<file path="config.mk">
export PLATFORM = sky130hd
export DESIGN_NAME = wb_bus_arbiter
export DESIGN_NICKNAME = d
export VERILOG_FILES = /design/src/rtl/wb_bus_arbiter_pkg.sv /design/src/rtl/wb_bus_arbiter_timeout.sv /design/src/rtl/wb_bus_arbiter.sv
export SDC_FILE = /design/constraint.sdc
export NUM_CORES = 1
export LEC_CHECK = 0
export CORE_AREA = 2 2 122 124
export CTS_CLUSTER_DIAMETER = 100
export DETAILED_ROUTE_END_ITERATION = 12
export DIE_AREA = 0 0 124 126
export DONT_BUFFER_PORTS = 1
export SLEW_MARGIN = 20
export SYNTH_ARGS = -nofsm -noshare
export SYNTH_HDL_FRONTEND = slang
export SYNTH_SLANG_ARGS = --single-unit
export TNS_END_PERCENT = 20
</file>
<file path="constraint.sdc">
create_clock -name clk -period 1.95 [get_ports clk]
set_input_delay 0.2925 -clock clk [delete_from_list [all_inputs] [get_ports clk]]
set_output_delay 0.2925 -clock clk [all_outputs]
set_load 0.05 [all_outputs]
</file>
<file path="src/rtl/wb_bus_arbiter_pkg.sv">
// Shared types and defaults for the Wishbone master arbiter.
package wb_bus_arbiter_pkg;

    localparam int unsigned WB_TIMEOUT_CYCLES = 256;

    // Current bus owner, exported for trace/debug.
    typedef enum logic [1:0] {
        OWN_NONE = 2'd0,
        OWN_CORE = 2'd1,
        OWN_DBG  = 2'd2
    } wb_owner_t;

    // Arbiter FSM states.
    typedef enum logic [1:0] {
        ST_IDLE = 2'd0,
        ST_CORE = 2'd1,
        ST_DBG  = 2'd2
    } arb_state_t;

    // Request payload forwarded to the bus by the owner mux.
    typedef struct packed {
        logic        we;
        logic [31:0] adr;
        logic [31:0] dat;
        logic [3:0]  sel;
    } wb_req_t;

endpackage

</file>
<file path="src/rtl/wb_bus_arbiter_timeout.sv">
// Watchdog counting granted cycles that have not yet seen ack/err.
module wb_timeout_counter
    import wb_bus_arbiter_pkg::*;
#(
    parameter int unsigned TIMEOUT_CYCLES = WB_TIMEOUT_CYCLES,
    parameter int unsigned CNT_W          = $clog2(TIMEOUT_CYCLES + 1)
) (
    input  logic clk,
    input  logic rst,
    input  logic clr,
    input  logic en,
    output logic expired
);

    logic [CNT_W-1:0] cnt;

    // Count waiting cycles; saturates at the expiry value.
    always_ff @(posedge clk) begin
        if (rst || clr) begin
            cnt <= '0;
        end else if (en && !expired) begin
            cnt <= cnt + CNT_W'(1);
        end
    end

    // Expiry is flagged during the last allowed granted cycle.
    always_comb expired = (cnt == CNT_W'(TIMEOUT_CYCLES - 1));

endmodule

</file>
<file path="src/rtl/wb_bus_arbiter.sv">
// Two-requester (core / debug) Wishbone classic master arbiter with watchdog.
module wb_bus_arbiter
    import wb_bus_arbiter_pkg::*;
#(
    parameter int unsigned TIMEOUT_CYCLES = WB_TIMEOUT_CYCLES,
    parameter int unsigned CNT_W          = $clog2(TIMEOUT_CYCLES + 1)
) (
    input  logic        clk,
    input  logic        rst,
    input  logic        core_halted,
    input  logic        core_req_i,
    input  logic        core_we_i,
    input  logic [31:0] core_adr_i,
    input  logic [31:0] core_dat_i,
    input  logic [3:0]  core_sel_i,
    output logic [31:0] core_dat_o,
    output logic        core_ack_o,
    output logic        core_err_o,
    input  logic        dbg_req_i,
    input  logic        dbg_we_i,
    input  logic [31:0] dbg_adr_i,
    input  logic [31:0] dbg_dat_i,
    input  logic [3:0]  dbg_sel_i,
    output logic [31:0] dbg_dat_o,
    output logic        dbg_ack_o,
    output logic        dbg_err_o,
    output logic [31:0] wb_adr_o,
    output logic [31:0] wb_dat_o,
    output logic [3:0]  wb_sel_o,
    output logic        wb_we_o,
    output logic        wb_cyc_o,
    output logic        wb_stb_o,
    input  logic [31:0] wb_dat_i,
    input  logic        wb_ack_i,
    input  logic        wb_err_i,
    output wb_owner_t   owner_o
);

    arb_state_t state, state_nxt;
    wb_owner_t  last_grant, last_grant_nxt;
    wb_req_t    bus_req;
    logic       eff_core;
    logic       granted;
    logic       expired;
    logic       done;
    logic       rsp_ok;
    logic       rsp_err;
    logic       rsp_dat_vld;

    // Watchdog: cleared while idle, so every grant starts from zero.
    wb_timeout_counter #(
        .TIMEOUT_CYCLES (TIMEOUT_CYCLES),
        .CNT_W          (CNT_W)
    ) u_timeout (
        .clk     (clk),
        .rst     (rst),
        .clr     (!granted),
        .en      (granted && !wb_ack_i && !wb_err_i),
        .expired (expired)
    );

    // Request qualification and completion decode.
    always_comb begin
        eff_core    = core_req_i & ~core_halted;
        granted     = (state != ST_IDLE);
        done        = wb_ack_i | wb_err_i | expired;
        rsp_ok      = wb_ack_i & ~wb_err_i;
        rsp_err     = wb_err_i | (expired & ~wb_ack_i);
        rsp_dat_vld = wb_ack_i | wb_err_i;
    end

    // State and round-robin history registers.
    always_ff @(posedge clk) begin
        if (rst) begin
            state      <= ST_IDLE;
            last_grant <= OWN_DBG;
        end else begin
            state      <= state_nxt;
            last_grant <= last_grant_nxt;
        end
    end

    // Next-state: round-robin grant from idle, hold grant until completion.
    always_comb begin
        state_nxt      = state;
        last_grant_nxt = last_grant;
        case (state)
            ST_IDLE: begin
                if (eff_core && (!dbg_req_i || last_grant == OWN_DBG)) begin
                    state_nxt      = ST_CORE;
                    last_grant_nxt = OWN_CORE;
                end else if (dbg_req_i) begin
                    state_nxt      = ST_DBG;
                    last_grant_nxt = OWN_DBG;
                end
            end
            ST_CORE, ST_DBG: begin
                if (done) state_nxt = ST_IDLE;
            end
            default: state_nxt = ST_IDLE;
        endcase
    end

    // Owner's live request is muxed onto the bus while granted.
    always_comb begin
        bus_req  = '0;
        wb_cyc_o = 1'b0;
        wb_stb_o = 1'b0;
        owner_o  = OWN_NONE;
        case (state)
            ST_CORE: begin
                bus_req  = '{we: core_we_i, adr: core_adr_i, dat: core_dat_i, sel: core_sel_i};
                wb_cyc_o = 1'b1;
                wb_stb_o = 1'b1;
                owner_o  = OWN_CORE;
            end
            ST_DBG: begin
                bus_req  = '{we: dbg_we_i, adr: dbg_adr_i, dat: dbg_dat_i, sel: dbg_sel_i};
                wb_cyc_o = 1'b1;
                wb_stb_o = 1'b1;
                owner_o  = OWN_DBG;
            end
            default: ;
        endcase
        wb_we_o  = bus_req.we;
        wb_adr_o = bus_req.adr;
        wb_dat_o = bus_req.dat;
        wb_sel_o = bus_req.sel;
    end

    // Responses go to the owner only; a reset cycle suppresses them.
    always_comb begin
        core_ack_o = 1'b0;
        core_err_o = 1'b0;
        core_dat_o = '0;
        dbg_ack_o  = 1'b0;
        dbg_err_o  = 1'b0;
        dbg_dat_o  = '0;
        if (!rst) begin
            case (state)
                ST_CORE: begin
                    core_ack_o = rsp_ok;
                    core_err_o = rsp_err;
                    core_dat_o = rsp_dat_vld ? wb_dat_i : '0;
                end
                ST_DBG: begin
                    dbg_ack_o = rsp_ok;
                    dbg_err_o = rsp_err;
                    dbg_dat_o = rsp_dat_vld ? wb_dat_i : '0;
                end
                default: ;
            endcase
        end
    end

`ifndef SYNTHESIS
    // Owners must hold their request until the transaction ends.
    core_req_held_a: assert property (@(posedge clk) disable iff (rst)
        (state == ST_CORE) |-> core_req_i);
    dbg_req_held_a: assert property (@(posedge clk) disable iff (rst)
        (state == ST_DBG) |-> dbg_req_i);
`endif

endmodule

</file>
======== Yosys cells after proc, flatten, opt, wreduce, memory -nomap -nowiden ========
Index checks and enable logic that the tools add are counted.
word-level totals
  flip-flop bits (word level) ............. 13
  latch bits .............................. 0
  memory bits (writable) .................. 0
  bits in read-only memories .............. 0
  input port bits ......................... 177
  output and inout port bits .............. 141
  word-level logic and storage cells ...... 56
  memories ................................ 0
operators by class
  $add $sub $neg .......................... 1
  $mul .................................... 0
  div/mod/pow operators ................... 0
  order comparisons ....................... 0
  eq/ne operators ......................... 6
  shift-type cells ........................ 0
  mux-type cells .......................... 20
  bitwise logic cells ..................... 9
  reduce and logical (&&, ||, !) cells .... 17
operators with widths
  operator                                                         count
  32-bit two-way mux                                               5
  69-bit case mux with 2 select lines                              1
  9-bit by 1-bit adder with 9-bit output, second input constant    1
  9-bit by 8-bit == test with 1-bit output, second input constant  1
  1-bit two-way mux                                                9
  2-bit case mux with 2 select lines                               2
  2-bit two-way mux                                                3
  1-bit logical NOT                                                5
  2-bit == test, second input constant                             2
  1-bit logical AND                                                4
  2-bit AND reduction                                              2
  2-bit nonzero test                                               2
  1-bit bitwise AND                                                3
  3-bit != test, second input constant                             1
  1-bit NOT                                                        3
  1-bit OR                                                         3
  2-bit by 1-bit == test with 1-bit output, second input constant  1
  2-bit logical NOT                                                1
  1-bit logical OR                                                 2
  2-bit by 1-bit != test with 1-bit output, second input constant  1
  2-bit OR reduction                                               1

======== Depth between registers and ports, before layout ========
Gate-level depths: netlist of the first run.
  depth after elaboration ................. 5
  mapped depth ............................ 8
  mapped depth without buffers ............ 7

======== By module ========
A second synthesis of the first run with hierarchy kept.
unflattened totals
  cells, all modules ...................... 322
  area total of the unflattened synthesis .. 2436.1 um^2
modules (own cells, without submodules)
  module              times used  cells each  area each (um^2)  sequential area each (um^2)
  wb_bus_arbiter      1           275         2019.4            80.1
  wb_timeout_counter  1           47          416.6             180.2

======== Worst setup path before layout of the first run ========
No wires, ideal clock.
  path kind ............................... reg-to-output
  start point ............................. reg state[0]
  end point ............................... out wb_adr_o[11]
  arrival time ............................ 2263 ps
  data required time ...................... 1657 ps
  slack ................................... -605 ps
  cell stages (with the launch flop) ...... 6
  path buffers ............................ 2
  cells stage by stage .................... dfxtp_1 inv_1 ha_1 clkbuf_1 clkbuf_1 nor2b_1
on the way
  word-level cells in the longest chain between the ends .. 2
  elaborated cells on any way between the ends .. 3
  classes of those cells .................. eq/ne: 2; mux: 1
ends and longest elaborated chain
  item                                                                       line                   text
  start, declared                                                            wb_bus_arbiter.sv:39   arb_state_t state, state_nxt;
  start signal, assigned                                                     wb_bus_arbiter.sv:78   state <= state_nxt;
  2-bit == test or 2-bit by 1-bit == test with 1-bit output (tied branches)  wb_bus_arbiter.sv:110  case (state)
  69-bit case mux with 2 select lines *                                      wb_bus_arbiter.sv:110
  end, declared                                                              wb_bus_arbiter.sv:27   output logic [31:0] wb_adr_o,
Mark *: on every way between the ends. The rest lies on a longest branch, timed or not.

======== Worst setup path after layout of the first run ========
  start point ............................. reg u_timeout.cnt[1]
  end point ............................... out core_err_o
on the way
  word-level cells in the longest chain between the ends .. 5
ends and longest elaborated chain
  item                                      line                          text
  start, declared                           wb_bus_arbiter_timeout.sv:15  logic [CNT_W-1:0] cnt;
  start signal, assigned                    wb_bus_arbiter_timeout.sv:22  cnt <= cnt + CNT_W'(1);
  9-bit by 8-bit == test with 1-bit output  wb_bus_arbiter_timeout.sv:27  always_comb expired = (cnt == CNT_W'(TIMEOUT_CYCLES - 1));
  1-bit bitwise AND                         wb_bus_arbiter.sv:68          rsp_err = wb_err_i | (expired & ~wb_ack_i);
  1-bit OR                                  wb_bus_arbiter.sv:68
  1-bit two-way mux                         wb_bus_arbiter.sv:140         case (state)
  1-bit two-way mux                         wb_bus_arbiter.sv:139         if (!rst) begin
  end, declared                             wb_bus_arbiter.sv:18          output logic core_err_o,
No other way between the ends.

==> results of run 1 <==
## power by group
part | internal (W) | total, W | switching, W
Sequential | 0.000274 | 0.000286 | 0.0000119
Combinational | 0.000863 | 0.00176 | 0.000895
Clock | 0.000276 | 0.000394 | 0.000118
Total | 0.00141 | 0.00244 | 0.00102
## layout make-up
class	instances	share of cell area (%)
Multi-Input combinational cell	274	40.0
Tap cell	184	3.61
Sequential cell	13	4.32
Inverter	7	0.491
Timing Repair Buffer	168	50.3
Antenna cell	1	0.0393
Clock buffer	4	1.24
## through the flow
| stage | power (W) | cells | instance area [sq um] |
|---|---|---|---|
| 2_1_floorplan | 0.00115 | 329 | 2510 |
| 6_report | 0.00244 | 651 | 6370 |
| 3_5_place_dp | 0.00170 | 629 | 5470 |
| 3_3_place_gp | 0.00167 | 629 | 5470 |
| 4_1_cts | 0.00232 | 640 | 5990 |
| 5_1_grt | 0.00253 | 651 | 6370 |
## registers in the layout, indices dropped and copies added (netlist names)
| name | cells |
|---|---|
| u_timeout.cnt | 9 |
| last_grant | 2 |
| state | 2 |
## cell usage after synthesis, drive strengths merged (2+ instances only)
cell	n
or3	5
and2	64
o31ai	2
nor2b	69
clkbuf	32
o22ai	2
nand3	3
inv	7
or4	2
nor2	11
ha	7
buf	3
a21oi	7
dfxtp	13
nand2	5
o21ai	3
mux2i	3
nand2b	7
a22oi	69
## worst max path at each step
stage	endpoint	slack [ns]	cells past startpoint
2_1_floorplan	wb_adr_o[0]	-0.14	5
3_3_place_gp	wb_dat_o[19]	-0.03	6
3_5_place_dp	u_timeout.cnt[2]$_SDFFE_PP0P_	-0.1	8
4_1_cts	core_err_o	-0.07	8
5_1_grt	core_err_o	-0.10	8
6_report	core_err_o	-0.03	8
## cell usage in the layout (no fill, tap or decap), drive strengths merged, types with 2 or more instances in the layout
cell type  instances
a21oi              7
a22oi             69
and2              64
buf              164
clkbuf             8
dfxtp             13
ha                 7
inv                7
mux2i              3
nand2              5
nand2b             7
nand3              3
nor2              11
nor2b             69
o21ai              3
o22ai              2
o31ai              2
or3                5
or4                2
## kinds of logic after synthesis
kind of cell	count (synthesis)	share of synthesized area (%)
AND/OR/NAND/NOR	174	47.0
AO/OA/AOI/OAI	89	28.7
buffers and inverters	42	7.21
flip-flops	13	11.5
adder cells (fa/ha/maj)	7	3.88
multiplexers	3	1.33
XOR/XNOR	1	0.388
## timing repair
action	CTS	global route
gates resized for setup	74	59
pin swaps	8	20
setup endpoints to repair	139	128
cloned	4	5
buffers inserted	3	5
## critical path, delay by kind of cell (launching register included)
family | cells | cell delay [ns]
compound gates | 1 | 0.05
flops | 1 | 0.37
fa+ha+maj | 2 | 0.32
simple gates | 3 | 0.41
buf+inv | 2 | 0.29
## per-layer routing
metal  global-route usage, %  routed length (microns)  share of wire, %
met4                    4.69                      370               2.4
met3                    3.62                     1450               9.4
met1                    16.4                     4840                32
met2                    33.7                     8710                57
met5                       0                        0                 0
==> results.md, run 1 <==
- DR vias/cell: about 5
- Synthesized area: ~2300 sq um
- Worst Hold Depth: 1
- CTS sink cnt: 13
- Largest net degree at the start of global routing: 36
- Status: complete, but fails checks
- Worst setup startpoint: u_timeout.cnt[1]$_SDFFE_PP0P_
- Port buffer count: 0
- CP Capture Type: output pin
- Vias in the first global route: ~3,200
- Area delta synth->final: 183%
- Hold path start: rst
- Top post-synthesis cells by area: a22oi_1 (23%), nor2b_1 (19%), and2_1 (18%)
- Tot GR Track Use: between 10% and 20%
- Post-Syn Area per Cell: 6.86 sq um
- Post-Route WL: roughly 15,000 microns
- Worst setup SP type: register
- PnR worst setup slack: -0.0259 ns
- DR iter-0 viols: between 100 and 150
- Area of the multi-input gates: roughly 2500 sq um
- Worst path arrival time: approximately 1.7 ns
- Number of flops mapped to enable cells by yosys: 0
- Max_cap viols: 0
- Worst path max stage delay: approximately 0.37 ns
- Mapped Cells: ~330
- Drt first pass iters: 6
- Reg2Reg Depth: 7
- Largest fanout on the critical path: 4
- Final hold violations: 0
- Die Y: approximately 130 microns
- Initial core utilization: 15.8%
- RSZ-0062 raised after global routing: true
- Clock root cell: clkbuf_16
- CTS buffer count: 3
- DP Wirelength: approximately 11,000 microns
- CTS H-tree depth: 1
- Post-route setup TNS: -0.0447 ns
- Yosys top cell area share: between 20 and 25%
- Worst-skew pair later-pin latency: 0.24 ns
- Final Max Slew Viols: 0
- Rows: 44
- Peak supply drop: roughly 0.00027 V
- Crit path kind: register to output pin
- ANT nets after route: 0
- Aggregate global routing overflow: 0
- Via count: between 3,000 and 4,000
- Distinct cells, synth: 36
- Reg2Reg Setup Slack: 0.02 ns
- Die width: between 100 and 150 microns
- Core area: 14,300 sq um
- Fill cells: roughly 1,300
- Worst hold path class: input port to register
- I/O pin total: ~320
- Final min period: 1.98 ns
- Yosys reg bits: 13
- DR DRC count: 0
- Leak Pwr: 2.20 nW
- Violated checks: setup timing
- Reg clk slew, reported paths: approximately 0.050 ns
- Area of the die: ~16,000 sq um
- Routed len/inst: between 20 and 25 microns
- Storage cell area: 275 sq um
- Initial antenna violation count: 1
- Cell Pwr Density: 383 nW/um^2
- Nets@finish: roughly 650
- Crit path cell chain: ha_4 -> nand3_1 -> nor2_2 -> ha_4 -> buf_4 -> a21oi_2 -> nor2_1 -> buf_6
- Fin util: between 40 and 50%
- Yosys top cell by area: a22oi_1
- Fmax: roughly 510 MHz
- R2R Path Start: u_timeout.cnt[1]$_SDFFE_PP0P_
- Slowest CP cell: dfxtp_4
- Synth Net Count: about 500
- First-pass GRT wire length: 19,500 microns
- TritonCTS clock tree: built
- # setup viols final: 4
- Post-place setup slack: -0.0962 ns
- Asr flop ratio synth: 0%
- Warnings from Yosys: 0
- Hold WS: around 0.13 ns
- Final GP Congestion: 0.811
- Worst EP required: approximately 1.7 ns
- Most used DFF post-synth: dfxtp_1
- Fin crit share: 101%
- Slew @ Worst Pin: about 0.60 ns
- Rel. slew slack: 60.0%
- Clock skew: about 0.0031 ns
- Share of post-route cells with drive strength above 1: slightly above 70%
- Seq/Total Area, Yosys: 11.5%
- Worst-case clock buffer depth: 2
- Hold EP: last_grant[0]$_SDFFE_PP0P_
- Most used cell, CP: ha_4
- Hold-fix buffers, CTS: 0
- Reg2reg end: u_timeout.cnt[7]$_SDFFE_PP0P_
Note: power is estimated with default switching activity, not from simulation.
==> run 2, diff against run 1 <==
REMOVE_ABC_BUFFERS = 1   (was not set)
clock period = 2.2 ns   (was 1.95 ns; I/O delays follow)
==> run 2 against run 1 <==
  * The run now ends clean
  * Clock skew grew 0.0018 ns
  * Sequential share of layout area increased by 1.4 points
  * Combinational power shrank 38%
  * Non-clock buffer count shrank 10
  * Wire length is 16% lower
  * Final cell count fell by 1.7%
  * Clock-buffer cell count unchanged
  * Global-route usage shrank 2.8 points
  * Largest power group unchanged
  * Highest routed layer unchanged
==> results.md, run 2 (synthesis results as in run 1) <==
- Clock skew: 0.00495 ns (+0.00180 ns)
- Status: finished clean
- Hold-fix buffers, CTS: 0 (unchanged)
- Worst path arrival time: 1.78 ns (+0.10 ns)
- DR iter-0 viols: 152 (+14%)
- Initial antenna violation count: 1 (unchanged)
- DR DRC count: 0 (unchanged)
- Fin crit share: 96.0%
- Share of post-route cells with drive strength above 1: 38.6% (-33 points)
- Worst setup SP type: register
- Tot GR Track Use: 13.8% (-2.8 points)
- Post-place setup slack: 0.0654 ns (+0.162 ns)
- Fmax: ~470 MHz
- Buf+Inv Stages, Crit Path: 4 (+2)
- Worst hold path class: input port to register
- Worst EP required: 1.87 ns (+0.21 ns)
- Post-Route WL: 12,900 microns (-16%)
- Nets@finish: 641 (-1.5%)
- Worst-case clock buffer depth: 2 (unchanged)
- TritonCTS clock tree: built
- # setup viols final: 0 (-4)
- Ant. Diodes: 0 (-1)
- Clock root cell: clkbuf_16
- Die width: 124 microns (unchanged)
- Hold WS: 0.160 ns (+0.0344 ns)
- DR vias/cell: 4.88 (-2.0%)
- Largest delay share family, worst path: buffers and inverters
- Final GP Congestion: 0.821 (+1.2%)
- Rel. slew slack: 62.4% (+2.5 points)
- Routed len/inst: 20.1 microns (-15%)
- Via count: 3,120 (-3.7%)
- Top flop regs: u_timeout.cnt x9, last_grant x2, state x2
- CTS buffer count: 3 (unchanged)
- Final hold violations: 0 (unchanged)
- Final Power: 0.00170 W (-30%)
- Die Y: 126 microns (unchanged)
- Design area: 4600 sq um (-28%)
- DP Wirelength: 10,200 microns (-5.7%)
- Register name with the most flops: u_timeout.cnt
- Cell Pwr Density: 369 nW/um^2 (-3.4%)
- Port buffer count: 0 (unchanged)
- Vias in the first global route: 2,743 (-16%)
- RSZ-0062 raised after global routing: true
- Placed Area: 4360 sq um (-20%)
- Commonest non-fill, non-tap cell in the layout: buf_4
- I/O pin total: 318 (unchanged)
- Crit path cell chain: inv_2 -> ha_4 -> buf_12 -> buf_4 -> a22oi_1 -> nor2b_1 -> buf_6
- PnR worst setup slack: 0.0885 ns (+0.114 ns)
- Area delta synth->final: 104%
- Most frequent cells in the layout: buf_4 (82), buf_12 (70), nor2b_1 (69), a22oi_1 (68), and2_1 (64)
- Max reg flops: 9 (unchanged)
- Final min period: around 2.1 ns
- CTS H-tree depth: 1 (unchanged)
- Rows: 44 (unchanged)
- First-pass GRT wire length: 16,200 microns (-17%)
- Worst path max stage delay: 0.35 ns (-0.02 ns)
- Crit path kind: register to output pin
- Reg clk slew, reported paths: 0.05 ns (about the same)
- Final Max Slew Viols: 0 (unchanged)
- Worst-skew pair later-pin latency: 0.25 ns (about the same)
- Largest fanout on the critical path: 26 (+22)
- Core area: 14,300 sq um (unchanged)
- Drt first pass iters: 4 (-2)
- CTS sink cnt: 13 (unchanged)
- Initial core utilization: 15.8% (unchanged)
- Slew @ Worst Pin: 0.565 ns (-0.0371 ns)
- CP Capture Type: output pin
- Max_cap viols: 0 (unchanged)
- Area of the die: 15,600 sq um (unchanged)
- Largest net degree at the start of global routing: 54 (+50%)
- Peak supply drop: 0.000305 V (+15%)
- Slowest CP cell: dfxtp_2
- ANT nets after route: 0 (unchanged)
- Leak Pwr: 1.74 nW (-21%)
- Aggregate global routing overflow: 0 (unchanged)
-- run 2: cell count changes in the layout (fill, tap and decap cells not counted), moves of 5 or more --
cell / before / now
and2_4: 38 / 0
and2_1: 26 / 64
buf_4: 15 / 82
buf_16: 5 / 0
nor2b_4: 37 / 0
nor2b_1: 0 / 69
a22oi_1: 40 / 68
a22oi_2: 29 / 1
buf_12: 141 / 70
nor2b_2: 32 / 0
-- run 2: per-layer routing --
| layer | up-vias | global-route usage [%] | routed length [microns] |
|---|---|---|---|
| li1 | 1410 | - | - |
| met1 | 1449 | 16.6 | 4660 |
| met2 | 236 | 24.4 | 6350 |
| met3 | 25 | 3.22 | 1530 |
| met4 | 0 | 3.83 | 338 |
| met5 | - | 0 | 0 |
-- run 2: where the power goes --
group          switching, W  leakage [nW]  internal, W  total [W]
Clock              0.000103        0.0382     0.000245   0.000348
Combinational      0.000656          1.59     0.000442    0.00110
Sequential       0.00000955         0.106     0.000245   0.000255
Total              0.000769          1.74     0.000931    0.00170
-- run 2: metrics by stage --
stage / cells / TNS [ns] / utilization (%)
2_1_floorplan: 294 / -148.54 / -
5_1_grt: 640 / -0.00736 / 32.2
4_1_cts: 633 / 0 / 31.1
3_3_place_gp: 628 / 0 / 30.4
6_report: 640 / 0 / 32.2
3_5_place_dp: 628 / 0 / 30.4
-- run 2: area by class of cell --
class	instances	area [sq um]
Clock buffer	4	78.8
Multi-Input combinational cell	274	1890
Sequential cell	13	263
Tap cell	184	230
Inverter	7	26.3
Timing Repair Buffer	158	2120
Fill cell	1469	9710
-- run 2: path summary, 6_finish.rpt --
kind,start,to,slack (ns),cells after the start
min reg2reg,u_timeout.cnt[1]$_SDFFE_PP0P_,u_timeout.cnt[1]$_SDFFE_PP0P_,0.48,2
min,rst,last_grant[0]$_SDFFE_PP0P_,0.16,1
max reg2reg,u_timeout.cnt[0]$_SDFFE_PP0P_,u_timeout.cnt[5]$_SDFFE_PP0P_,0.18,7
max,state[1]$_SDFFE_PP0P_,wb_dat_o[19],0.09,7
-- run 2: repair_timing --
action / CTS / global route
buffers inserted: 1 / 5
resized for setup: 2 / 12
gates cloned: 0 / 2
pin swaps: 1 / 1
setup endpoints to repair: 28 / 89
